File: config.mk
export PLATFORM = sky130hd
export DESIGN_NAME = natural_exp
export DESIGN_NICKNAME = d
export VERILOG_FILES = /design/src/rtl/natural_exp.sv
export SDC_FILE = /design/constraint.sdc
export NUM_CORES = 1
export LEC_CHECK = 0
export ABC_AREA = 1
export BUFFER_PORTS_ARGS = -buffer_cell sky130_fd_sc_hd__buf_2
export CAP_MARGIN = 20
export CORE_MARGIN = 4
export CORE_UTILIZATION = 45
export DETAILED_ROUTE_END_ITERATION = 12
export PLACE_DENSITY = 0.74
export SLEW_MARGIN = 20
export SYNTH_ARGS = -nofsm -noshare
export SYNTH_HDL_FRONTEND = slang
export SYNTH_SLANG_ARGS = --single-unit
File: constraint.sdc
create_clock -name clk -period 6.5 [get_ports clk]
set_clock_uncertainty 0.15 [all_clocks]
set_input_delay 0.975 -clock clk [delete_from_list [all_inputs] [get_ports clk]]
set_output_delay 0.975 -clock clk [all_outputs]
set_load 0.1 [all_outputs]
File: src/rtl/natural_exp.sv
// natural_exp: pipelined fixed-point e^x for 8-fractional-bit unsigned inputs.
// e^x is evaluated as 2^(x*log2(e)). The integer part of the exponent becomes
// a left shift. The fractional part comes from a 64-interval 2^f table with
// linear interpolation. Sample accepted at edge t leaves at edge t+4.
module natural_exp #(
    parameter int LUT_BITS = 6
) (
    input  logic        clk,
    input  logic        I_RSTn,
    input  logic        in_valid,
    input  logic [11:0] in_8_shifted,
    output logic        out_valid,
    output logic [23:0] out_8_shifted
);

    localparam int          STAGES           = 4;
    localparam int          R_BITS           = 16 - LUT_BITS;
    localparam logic [16:0] LOG2E_16_SHIFTED = 17'd94548;

    // round(65536 * 2^(i/64)), i = 0..64; 16 fractional bits
    function automatic logic [16:0] lut_rom(input logic [6:0] idx);
        case (idx)
            7'd0:  lut_rom = 17'd65536;   7'd1:  lut_rom = 17'd66250;
            7'd2:  lut_rom = 17'd66971;   7'd3:  lut_rom = 17'd67700;
            7'd4:  lut_rom = 17'd68438;   7'd5:  lut_rom = 17'd69183;
            7'd6:  lut_rom = 17'd69936;   7'd7:  lut_rom = 17'd70698;
            7'd8:  lut_rom = 17'd71468;   7'd9:  lut_rom = 17'd72246;
            7'd10: lut_rom = 17'd73032;   7'd11: lut_rom = 17'd73828;
            7'd12: lut_rom = 17'd74632;   7'd13: lut_rom = 17'd75444;
            7'd14: lut_rom = 17'd76266;   7'd15: lut_rom = 17'd77096;
            7'd16: lut_rom = 17'd77936;   7'd17: lut_rom = 17'd78785;
            7'd18: lut_rom = 17'd79642;   7'd19: lut_rom = 17'd80510;
            7'd20: lut_rom = 17'd81386;   7'd21: lut_rom = 17'd82273;
            7'd22: lut_rom = 17'd83169;   7'd23: lut_rom = 17'd84074;
            7'd24: lut_rom = 17'd84990;   7'd25: lut_rom = 17'd85915;
            7'd26: lut_rom = 17'd86851;   7'd27: lut_rom = 17'd87796;
            7'd28: lut_rom = 17'd88752;   7'd29: lut_rom = 17'd89719;
            7'd30: lut_rom = 17'd90696;   7'd31: lut_rom = 17'd91684;
            7'd32: lut_rom = 17'd92682;   7'd33: lut_rom = 17'd93691;
            7'd34: lut_rom = 17'd94711;   7'd35: lut_rom = 17'd95743;
            7'd36: lut_rom = 17'd96785;   7'd37: lut_rom = 17'd97839;
            7'd38: lut_rom = 17'd98905;   7'd39: lut_rom = 17'd99982;
            7'd40: lut_rom = 17'd101070;  7'd41: lut_rom = 17'd102171;
            7'd42: lut_rom = 17'd103283;  7'd43: lut_rom = 17'd104408;
            7'd44: lut_rom = 17'd105545;  7'd45: lut_rom = 17'd106694;
            7'd46: lut_rom = 17'd107856;  7'd47: lut_rom = 17'd109031;
            7'd48: lut_rom = 17'd110218;  7'd49: lut_rom = 17'd111418;
            7'd50: lut_rom = 17'd112631;  7'd51: lut_rom = 17'd113858;
            7'd52: lut_rom = 17'd115098;  7'd53: lut_rom = 17'd116351;
            7'd54: lut_rom = 17'd117618;  7'd55: lut_rom = 17'd118899;
            7'd56: lut_rom = 17'd120194;  7'd57: lut_rom = 17'd121502;
            7'd58: lut_rom = 17'd122825;  7'd59: lut_rom = 17'd124163;
            7'd60: lut_rom = 17'd125515;  7'd61: lut_rom = 17'd126882;
            7'd62: lut_rom = 17'd128263;  7'd63: lut_rom = 17'd129660;
            default: lut_rom = 17'd131072;
        endcase
    endfunction

    logic [STAGES:0]       vld_pipe;
    logic [11:0]           s0_x;
    logic [28:0]           prod;
    logic [4:0]            s1_n, s2_n, s3_n;
    logic [15:0]           s1_f;
    logic [LUT_BITS-1:0]   k;
    logic [16:0]           s2_lo;
    logic [10:0]           s2_diff;
    logic [R_BITS-1:0]     s2_r;
    logic [16:0]           s3_m;

    assign k         = s1_f[15:R_BITS];
    assign out_valid = vld_pipe[STAGES];

    // y = x * log2(e) with 24 fractional bits; bits [28:24] are the shift count
    always_comb begin
        prod = {17'd0, s0_x} * {12'd0, LOG2E_16_SHIFTED};
    end

    // Valid strobe travels alongside the data; reset drops in-flight samples
    always_ff @(posedge clk or negedge I_RSTn) begin
        if (!I_RSTn) vld_pipe <= '0;
        else         vld_pipe <= {vld_pipe[STAGES-1:0], in_valid};
    end

    // Data stages load every cycle; only the output register is qualified
    always_ff @(posedge clk or negedge I_RSTn) begin
        if (!I_RSTn) begin
            s0_x    <= '0;
            s1_n    <= '0;
            s1_f    <= '0;
            s2_n    <= '0;
            s2_lo   <= '0;
            s2_diff <= '0;
            s2_r    <= '0;
            s3_n    <= '0;
            s3_m    <= '0;
        end else begin
            s0_x    <= in_8_shifted;
            s1_n    <= 5'(prod >> 24);
            s1_f    <= 16'(prod >> 8);
            s2_n    <= s1_n;
            s2_r    <= s1_f[R_BITS-1:0];
            s2_lo   <= lut_rom(7'(k));
            // adjacent entries differ by at most 1412, so 11 bits hold the slope
            s2_diff <= 11'(lut_rom(7'(k) + 7'd1) - lut_rom(7'(k)));
            s3_n    <= s2_n;
            s3_m    <= s2_lo + 17'(({10'd0, s2_diff} * {11'd0, s2_r}) >> R_BITS);
        end
    end

    // Shift 2^f by n and drop 8 fractional bits; n >= 16 overflows 24 bits
    always_ff @(posedge clk or negedge I_RSTn) begin
        if (!I_RSTn) begin
            out_8_shifted <= '0;
        end else if (vld_pipe[STAGES-1]) begin
            if (s3_n[4]) out_8_shifted <= 24'hFFFFFF;
            else         out_8_shifted <= 24'(({15'd0, s3_m} << s3_n[3:0]) >> 8);
        end
    end

endmodule
==> flow_summary.json, run 1 <==
{
  "wl_per_cell_um": 16.4,
  "syn_nets": 2263,
  "drt_iter0_drc": 1080,
  "synth.distinct_cells": 54,
  "pin_count": 40,
  "fmax_mhz": 161,
  "die_h_um": 189,
  "wl_um": 39400,
  "synth_warnings": 0,
  "antenna_found_initial": 0,
  "outcome": "complete, no violations",
  "startpoint_type": "flop",
  "rows": 65,
  "grt_util_all_layers_pct": 22.3,
  "slew_violations": 0,
  "syn_area_per_cell_um2": 7.56,
  "port_buffers": 39,
  "worstMarginPinSlew_ns": 0.857,
  "hpwl_um": 31400,
  "required_ns": 6.69,
  "place.gp.congestion": 0.944,
  "die_width_um": 189,
  "period_share_pct": 95.4,
  "finalInstanceArea_um2": 16000,
  "syn_inst": 1949,
  "cts.clk_slew.worst_paths_ns": 0.06,
  "cts.htree.levels": 4,
  "ys_seq_area_share_pct": 21.6,
  "syn_to_final_growth_pct": 8.32,
  "drt_first_pass_iters": 7,
  "grt_pass1_wl_um": 65400,
  "drcViolationCount": 0,
  "synth_edf_count": 0,
  "fin_util_pct": 50.0,
  "cts_tree": "built",
  "ant_nets": 0,
  "drive_above_1_share_pct": 6.56,
  "coreArea_um2": 31900,
  "viasPerCell": 5.42,
  "grt_max_degree": 70,
  "cts_hold_buffers": 0,
  "cts_buffers": 17,
  "fp.dieArea_um2": 35700,
  "cts.path.max_buffers": 2,
  "start_util_pct": 46.2,
  "synthesis.area_um2": 14700,
  "end_kind": "flop",
  "cts_root_buf": "clkbuf_16",
  "async_flop_share_pct": 100,
  "hold_viol_final": 0,
  "path_class": "reg2reg",
  "period_minus_slack_ns": 6.20,
  "postSynthRegisterBits": 127,
  "path_max_fanout": 8,
  "finalSetupTns_ns": 0,
  "worstHoldPathType": "reg2reg",
  "cts.sink_count": 127,
  "max_slew_margin_pct": 42.9,
  "insertion_delay_ns": 0.43,
  "place_area_um2": 15300,
  "grt_pass1_vias": 13048,
  "setup_viol": 0,
  "grt-ovfl-total": 0,
  "antenna_cells": 0,
  "rsz0062_at_grt": "false",
  "arrival_ns": 6.40,
  "final_nets": 2268,
  "num_vias": 13018,
  "drv_cap": 0,
  "ys.flop_type": "dfrtp_1"
}
[repair_timing]
item,in CTS,in global routing
endpoints found under the hold margin,0,0
setup buffers,0,1
endpoints found under the setup margin,0,10
gates resized for setup,0,23
[flip-flops by register name, indices dropped and copies added, names as in the netlist]
signal / count
out_8_shifted: 24
s0_x: 12
s1_f: 16
s1_n: 5
s2_diff: 11
s2_lo: 17
s2_n: 5
s2_r: 10
s3_m: 17
s3_n: 5
vld_pipe: 5
[cells in the final DEF (no fill, tap or decap), types with 5 or more instances in the layout]
cell       instances
dfrtp_2           12
xnor2_1           13
o21ai_0          110
clkbuf_16         17
nand3_1          102
nand4_1           14
a31oi_1           15
or2_2              6
a211oi_1           7
o21bai_1           8
o21ai_1            8
a21oi_1          115
and2_1             5
ha_1             178
buf_4             20
a21o_1             7
o211ai_1          13
o311ai_0           5
inv_2              6
dfrtp_1          115
nor2_1           127
fa_1             120
buf_2             38
nand2_1          465
xor2_1            30
nor3_1            15
inv_1            327
[cell families (layout without fill, tap and decap cells)]
group                    after synthesis  count (layout)  share of synthesized area (%)
multiplexers                           3               3                          0.204
XOR/XNOR                              44              44                           2.62
AND/OR/NAND/NOR                      751             751                           21.0
flip-flops                           127             127                           21.6
buffers and inverters                407             425                           10.9
adder cells (fa/ha/maj)              299             299                           31.5
AO/OA/AOI/OAI                        317             317                           12.2
other                                  1               1                         0.0255
[per-stage QoR]
| stage | setup WS, ns | hold WS, ns | instances |
|---|---|---|---|
| after floorplan | 0.475 | 0.181 | 1949 |
| after global placement | 0.272 | 0.185 | 2369 |
| after detailed placement | 0.114 | 0.185 | 2369 |
| after CTS | 0.0885 | 0.199 | 2401 |
| after global routing | 0.00746 | 0.205 | 2402 |
| final | 0.298 | 0.197 | 2402 |
[worst paths after layout]
path | end | cells past startpoint | slack, ns | from
min in group asynchronous | s0_x[5] | 1 | 0.50 | I_RSTn
max in group asynchronous | s2_diff[6] | 2 | 4.38 | I_RSTn
hold reg to reg | s3_n[2] | 0 | 0.20 | s2_n[2]
setup reg to reg | s3_m[8] | 23 | 0.30 | s2_diff[2]
hold / removal | s3_n[2] | 0 | 0.20 | s2_n[2]
setup / recovery | s3_m[8] | 23 | 0.30 | s2_diff[2]
[cell usage after synthesis (15+ instances only)]
library cell	number	area, um2
nor2_1	128	480
ha_1	179	2240
fa_1	120	2400
a31oi_1	15	93.8
a21oi_1	116	581
nor3_1	15	75.1
clkbuf_1	36	135
xor2_1	31	272
nand2_1	466	1750
nand3_1	102	510
o21ai_0	111	556
buf_2	25	125
inv_1	327	1230
dfrtp_1	127	3180
[per-layer routing]
metal | part of all wire (%) | global-route usage [%] | routed length (um) | vias up
met3 | 6.0 | 3.60 | 2380 | 79
met5 | 0 | 0 | 0 | -
li1 | - | - | - | 6227
met1 | 43 | 29.4 | 16900 | 6239
met4 | 2.7 | 6.53 | 1050 | 0
met2 | 48 | 38.2 | 19100 | 473
[layout make-up]
class / instances / area [um2]
Tap cell: 435 / 544
Inverter: 335 / 1260
Clock inverter: 14 / 205
Multi-Input combinational cell: 1415 / 9980
Clock buffer: 18 / 429
Sequential cell: 127 / 3190
Fill cell: 3045 / 15900
Timing Repair Buffer: 58 / 340
[critical path, cell delays in order (launching register included)]
cell and delay [ns]:
dfrtp_1 0.52, nand2_1 0.12, fa_1 0.47, fa_1 0.54, inv_1 0.05, fa_1 0.51
fa_1 0.55, inv_1 0.06, fa_1 0.53, inv_1 0.04, ha_1 0.35, nand2_1 0.09
nand2_1 0.07, a31o_2 0.23, a21oi_1 0.17, xnor2_1 0.14, ha_1 0.19, inv_1 0.05
fa_1 0.42, o21ai_2 0.21, a21boi_0 0.16, o21ai_1 0.21, buf_4 0.14, xor2_1 0.15
Power of run 1 is left out: the tool's default activity adds up to more than one toggle a clock period on the data nets, which glitch-free logic cannot reach.
==> run 2, diff against run 1 <==
clock period = 5.5 ns   (was 6.5 ns; I/O delays follow)
==> flow_summary.json, run 2 (synthesis results as in run 1) <==
{
  "top_regs": "out_8_shifted x24, s2_lo x17, s3_m x17",
  "drive_above_1_share_pct": 15.8,
  "worstHoldPathType": "in2async",
  "drv_cap": 0,
  "slew_violations": 0,
  "fin_util_pct": 53.9,
  "antenna_cells": 0,
  "fmax_mhz": 174,
  "antenna_found_initial": 0,
  "hold_viol_final": 0,
  "end_kind": "flop",
  "hpwl_um": 31300,
  "place_area_um2": 15900,
  "rows": 65,
  "cts.clk_slew.worst_paths_ns": 0.06,
  "pin_count": 40,
  "syn_to_final_growth_pct": 16.6,
  "cts_tree": "built",
  "path_class": "reg2reg",
  "place.gp.congestion": 0.977,
  "cts_hold_buffers": 0,
  "grt-ovfl-total": 0,
  "fp.dieArea_um2": 35700,
  "num_vias": 13512,
  "drt_first_pass_iters": 6,
  "cts.htree.levels": 4,
  "grt_util_all_layers_pct": 22.8,
  "wl_per_cell_um": 16.4,
  "viasPerCell": 5.42,
  "grt_pass1_vias": 13689,
  "grt_pass1_wl_um": 67000,
  "drcViolationCount": 0,
  "period_minus_slack_ns": 5.76,
  "startpoint_type": "flop",
  "arrival_ns": 5.91,
  "cts.path.max_buffers": 2,
  "die_h_um": 189,
  "drt_iter0_drc": 1453,
  "path_max_fanout": 6,
  "failed_checks": "setup timing",
  "cts.sink_count": 127,
  "largest_reg_flops": 24,
  "wl_um": 40900,
  "largest_register": "out_8_shifted",
  "setup_ws_ns": -0.256,
  "final_common_cell": "nand2_1",
  "layout_common_cells": "nand2_1 (437), inv_1 (318), ha_1 (159)",
  "start_util_pct": 46.2,
  "die_width_um": 189,
  "setup_viol": 13,
  "nFillCells": 2815,
  "period_share_pct": 105,
  "final_nets": 2360,
  "grt_max_degree": 57,
  "rr_worst_depth": 25,
  "outcome": "complete, but fails checks",
  "rsz0062_at_grt": "true",
  "cts_root_buf": "clkbuf_16",
  "max_slew_margin_pct": 47.9,
  "required_ns": 5.66,
  "worstMarginPinSlew_ns": 0.782,
  "coreArea_um2": 31900,
  "cts_buffers": 17,
  "ant_nets": 0,
  "insertion_delay_ns": 0.43,
  "finalInstanceArea_um2": 17200,
  "finalSetupTns_ns": -1.94,
  "dp_cells": 2440,
  "port_buffers": 39,
  "stdcell_count": 2492
}
==> run 2: cell types whose count changed in the layout (fill, tap and decap cells not counted), sizes merged <==
cell and delta:
clkinvlp +1, buf +92, bufinv -3
==> run 2: final cells by class <==
class	count	area (um2)	area share [%]
Multi-Input combinational cell	1415	10600	61.5
Tap cell	435	544	3.17
Clock buffer	18	439	2.56
Clock inverter	12	111	0.649
Timing Repair Buffer	150	1050	6.14
Inverter	335	1260	7.34
Sequential cell	127	3200	18.6
==> run 2: final timing paths <==
check / from / slack [ns] / endpoint
worst max-delay path: s2_diff[7] / -0.26 / s3_m[8]
worst max register to register: s2_diff[7] / -0.26 / s3_m[8]
worst min register to register: s2_n[2] / 0.19 / s3_n[2]
max in group asynchronous: I_RSTn / 3.96 / s3_m[4]
min in group clk: s2_n[2] / 0.19 / s3_n[2]
worst min-delay path: I_RSTn / 0.18 / s0_x[11]
==> run 2: what timing repair did <==
action	4_1_cts	5_1_grt
gates resized for setup	67	64
pin swaps	42	45
endpoints found under the hold margin	0	0
endpoints found under the setup margin	14	15
buffers inserted	11	11
==> run 2: stage by stage <==
stage,setup slack [ns],hold WS [ns]
floorplan,-0.00357,0.181
global placement,-0.267,0.181
CTS,-0.187,0.194
global route,-0.509,0.204
finish,-0.256,0.182
detailed placement,-0.354,0.185
==> run 2: critical path: stages, from the launching register on <==
cell and delay (ns):
dfrtp_2 0.43, nand2_2 0.08, fa_1 0.54, inv_1 0.05
fa_1 0.52, inv_2 0.05, fa_1 0.51, inv_2 0.04
fa_1 0.49, inv_2 0.04, fa_1 0.51, inv_2 0.05
ha_4 0.26, a21o_1 0.19, nor2_1 0.11, nand2_1 0.10
nand2_1 0.07, nand2_1 0.06, xor2_1 0.17, ha_1 0.35
a21oi_2 0.19, o21ai_4 0.10, a21boi_2 0.19, o21ai_2 0.10
buf_4 0.14, xor2_1 0.15
==> run 2: routing by layer <==
layer	GRT usage, %	wire [um]	vias up
met5	0	0	-
met4	9.75	1820	0
met3	3.23	2660	121
met2	38.5	19700	583
met1	29.4	16700	6402
li1	-	-	6406
Power of run 2 is left out for the same reason.
==> run 3, diff against run 2 <==
ABC_AREA = unset   (was 1)
==> flow_summary.json, run 3 <==
{
  "start_util_pct": 46.1,
  "ant_nets": 0,
  "synth_area_leaders": "dfrtp_1 (22%), fa_1 (16%), ha_1 (15%), inv_1 (4.3%), nand2_1 (4.0%)",
  "cts.path.max_buffers": 2,
  "path_class": "reg2reg",
  "grt_util_all_layers_pct": 20.5,
  "syn_inst": 1645,
  "hold_path_depth": 0,
  "startpoint_type": "flop",
  "rr_worst_depth": 25,
  "synth.distinct_cells": 78,
  "failed_checks": "setup timing",
  "required_ns": 5.70,
  "final_nets": 2045,
  "r2r_slack_ns": -1.08,
  "dr_wl_met3_um": 2020,
  "post-synth-top-area-cell": "dfrtp_1",
  "grt_max_degree": 73,
  "top_layer": "met4",
  "grt-ovfl-total": 0,
  "crit_path_max_incr_delay_ns": 0.56,
  "drt_iter0_drc": 1086,
  "num_vias": 12271,
  "synth.top_cell.area_share_pct": 21.6,
  "postSynthRegisterBits": 127,
  "rows": 65,
  "insertion_delay_ns": 0.42,
  "worstHoldPathType": "reg2reg",
  "preCtsSetupSlack_ns": -1.14,
  "setup_viol": 15,
  "arrival_ns": 6.77,
  "ys_seq_area_share_pct": 21.6,
  "drt_first_pass_iters": 6,
  "synthTopCellsByCount": "ha_1 (179), inv_1 (169), nand2_1 (156)",
  "worstMarginPinSlew_ns": 1.06,
  "period_share_pct": 120,
  "die_h_um": 189,
  "setup_ws_ns": -1.08,
  "holdPathEnd": "s2_r[5]",
  "drv_cap": 0,
  "hold_viol_final": 0,
  "ys.flop_type": "dfrtp_1",
  "syn_nets": 1959,
  "syn_area_per_cell_um2": 8.93,
  "cts.clk_slew.worst_paths_ns": 0.06,
  "slew_violations": 0,
  "drive_above_1_share_pct": 18.9,
  "viasPerCell": 5.63,
  "synthesis.area_um2": 14700,
  "largest_reg_flops": 24,
  "cts_buffers": 17,
  "antenna_found_initial": 0,
  "coreArea_um2": 31900,
  "grt_pass1_vias": 12064,
  "outcome": "complete, but fails checks",
  "wl_per_cell_um": 17.0,
  "hold_start": "s1_f[5]",
  "cts_tree": "built",
  "met1_length_um": 16000,
  "final_common_cell": "ha_1",
  "top_regs": "out_8_shifted x24, s2_lo x17, s3_m x17",
  "fp.dieArea_um2": 35600,
  "place.gp.congestion": 0.934,
  "path_max_fanout": 4,
  "cts.htree.levels": 4,
  "crit_slowest_cell": "fa_1",
  "end_kind": "flop",
  "port_buffers": 39,
  "max_slew_margin_pct": 29.2,
  "largest_register": "out_8_shifted",
  "period_minus_slack_ns": 6.58,
  "synth_most_common_cell": "ha_1",
  "grt_pass1_wl_um": 60400,
  "r2r_end": "s3_m[11]",
  "critPathMostFrequentCell": "fa_1",
  "fmax_mhz": 152,
  "synth_edf_count": 0,
  "die_width_um": 189,
  "rsz0062_at_grt": "true",
  "r2r-start": "s2_r[3]",
  "layout_common_cells": "ha_1 (167), inv_1 (153), nand2_1 (146)",
  "async_flop_share_pct": 100,
  "cts.sink_count": 127,
  "wl_um": 37000,
  "hpwl_um": 28000,
  "synth_warnings": 0,
  "drcViolationCount": 0,
  "syn_to_final_growth_pct": 16.4,
  "met2WireLength_um": 18300,
  "cts_root_buf": "clkbuf_16",
  "pin_count": 40
}
## run 3: final cells by class
class | count | area, um2
Fill cell | 2818 | 14800
Timing Repair Buffer | 166 | 1210
Clock buffer | 18 | 429
Multi-Input combinational cell | 1244 | 10900
Antenna cell | 1 | 2.50
Inverter | 175 | 657
Clock inverter | 14 | 158
Sequential cell | 127 | 3180
Tap cell | 435 | 544
## run 3: worst max-delay path: cells and delay by family (launching register included)
kind            cells  cell delay, ns
buf+inv             6            0.39
flops               1            0.43
fa+ha+maj           7            3.14
simple gates        5            0.89
compound gates      5            1.27
xor+xnor            2            0.24
## run 3: worst max-delay path by stage
stage | start | endpoint | cells past startpoint
floorplan | s2_r[3] | s3_m[13] | 26
global placement | s2_r[3] | s3_m[13] | 25
detailed placement | s2_r[3] | s3_m[14] | 24
CTS | s2_diff[5] | s3_m[13] | 25
global route | s2_diff[5] | s3_m[11] | 26
finish | s2_r[3] | s3_m[11] | 25
## run 3: per-stage QoR
step / cell area (um2) / TNS (ns) / instances / hold slack [ns] / util [%]
3_5_place_dp: 15900 / -11.50 / 2129 / 0.187 / 50.0
5_1_grt: 17100 / -14.41 / 2179 / 0.205 / 53.6
3_3_place_gp: 15900 / -10.07 / 2129 / 0.183 / 50.0
4_1_cts: 16800 / -10.64 / 2169 / 0.199 / 52.6
6_report: 17100 / -10.69 / 2180 / 0.197 / 53.6
2_1_floorplan: 14800 / -7.05 / 1645 / 0.181 / -
## run 3: cell families after synthesis
kind of cell    Yosys count  share of synthesized area (%)
simple gates            479                           15.7
compound gates          370                           16.2
fa+ha+maj               299                           31.6
buf+inv                 274                           7.22
flops                   127                           21.6
xor+xnor                 55                           3.28
mux                      40                           4.32
other cells               1                         0.0255
## run 3: routing by layer
metal,global-route usage (%),up-vias
li1,-,5824
met1,27.3,5999
met2,34.7,389
met3,3.61,59
met4,5.75,0
met5,0,-
## run 3: timing repair
| item | CTS | global route |
|---|---|---|
| buffers inserted | 9 | 14 |
| resized for setup | 44 | 62 |
| pin swaps | 30 | 61 |
| hold buffers | 0 | 0 |
| hold endpoints to repair | 0 | 0 |
| setup endpoints to repair | 16 | 16 |
Power of run 3 is left out for the same reason.
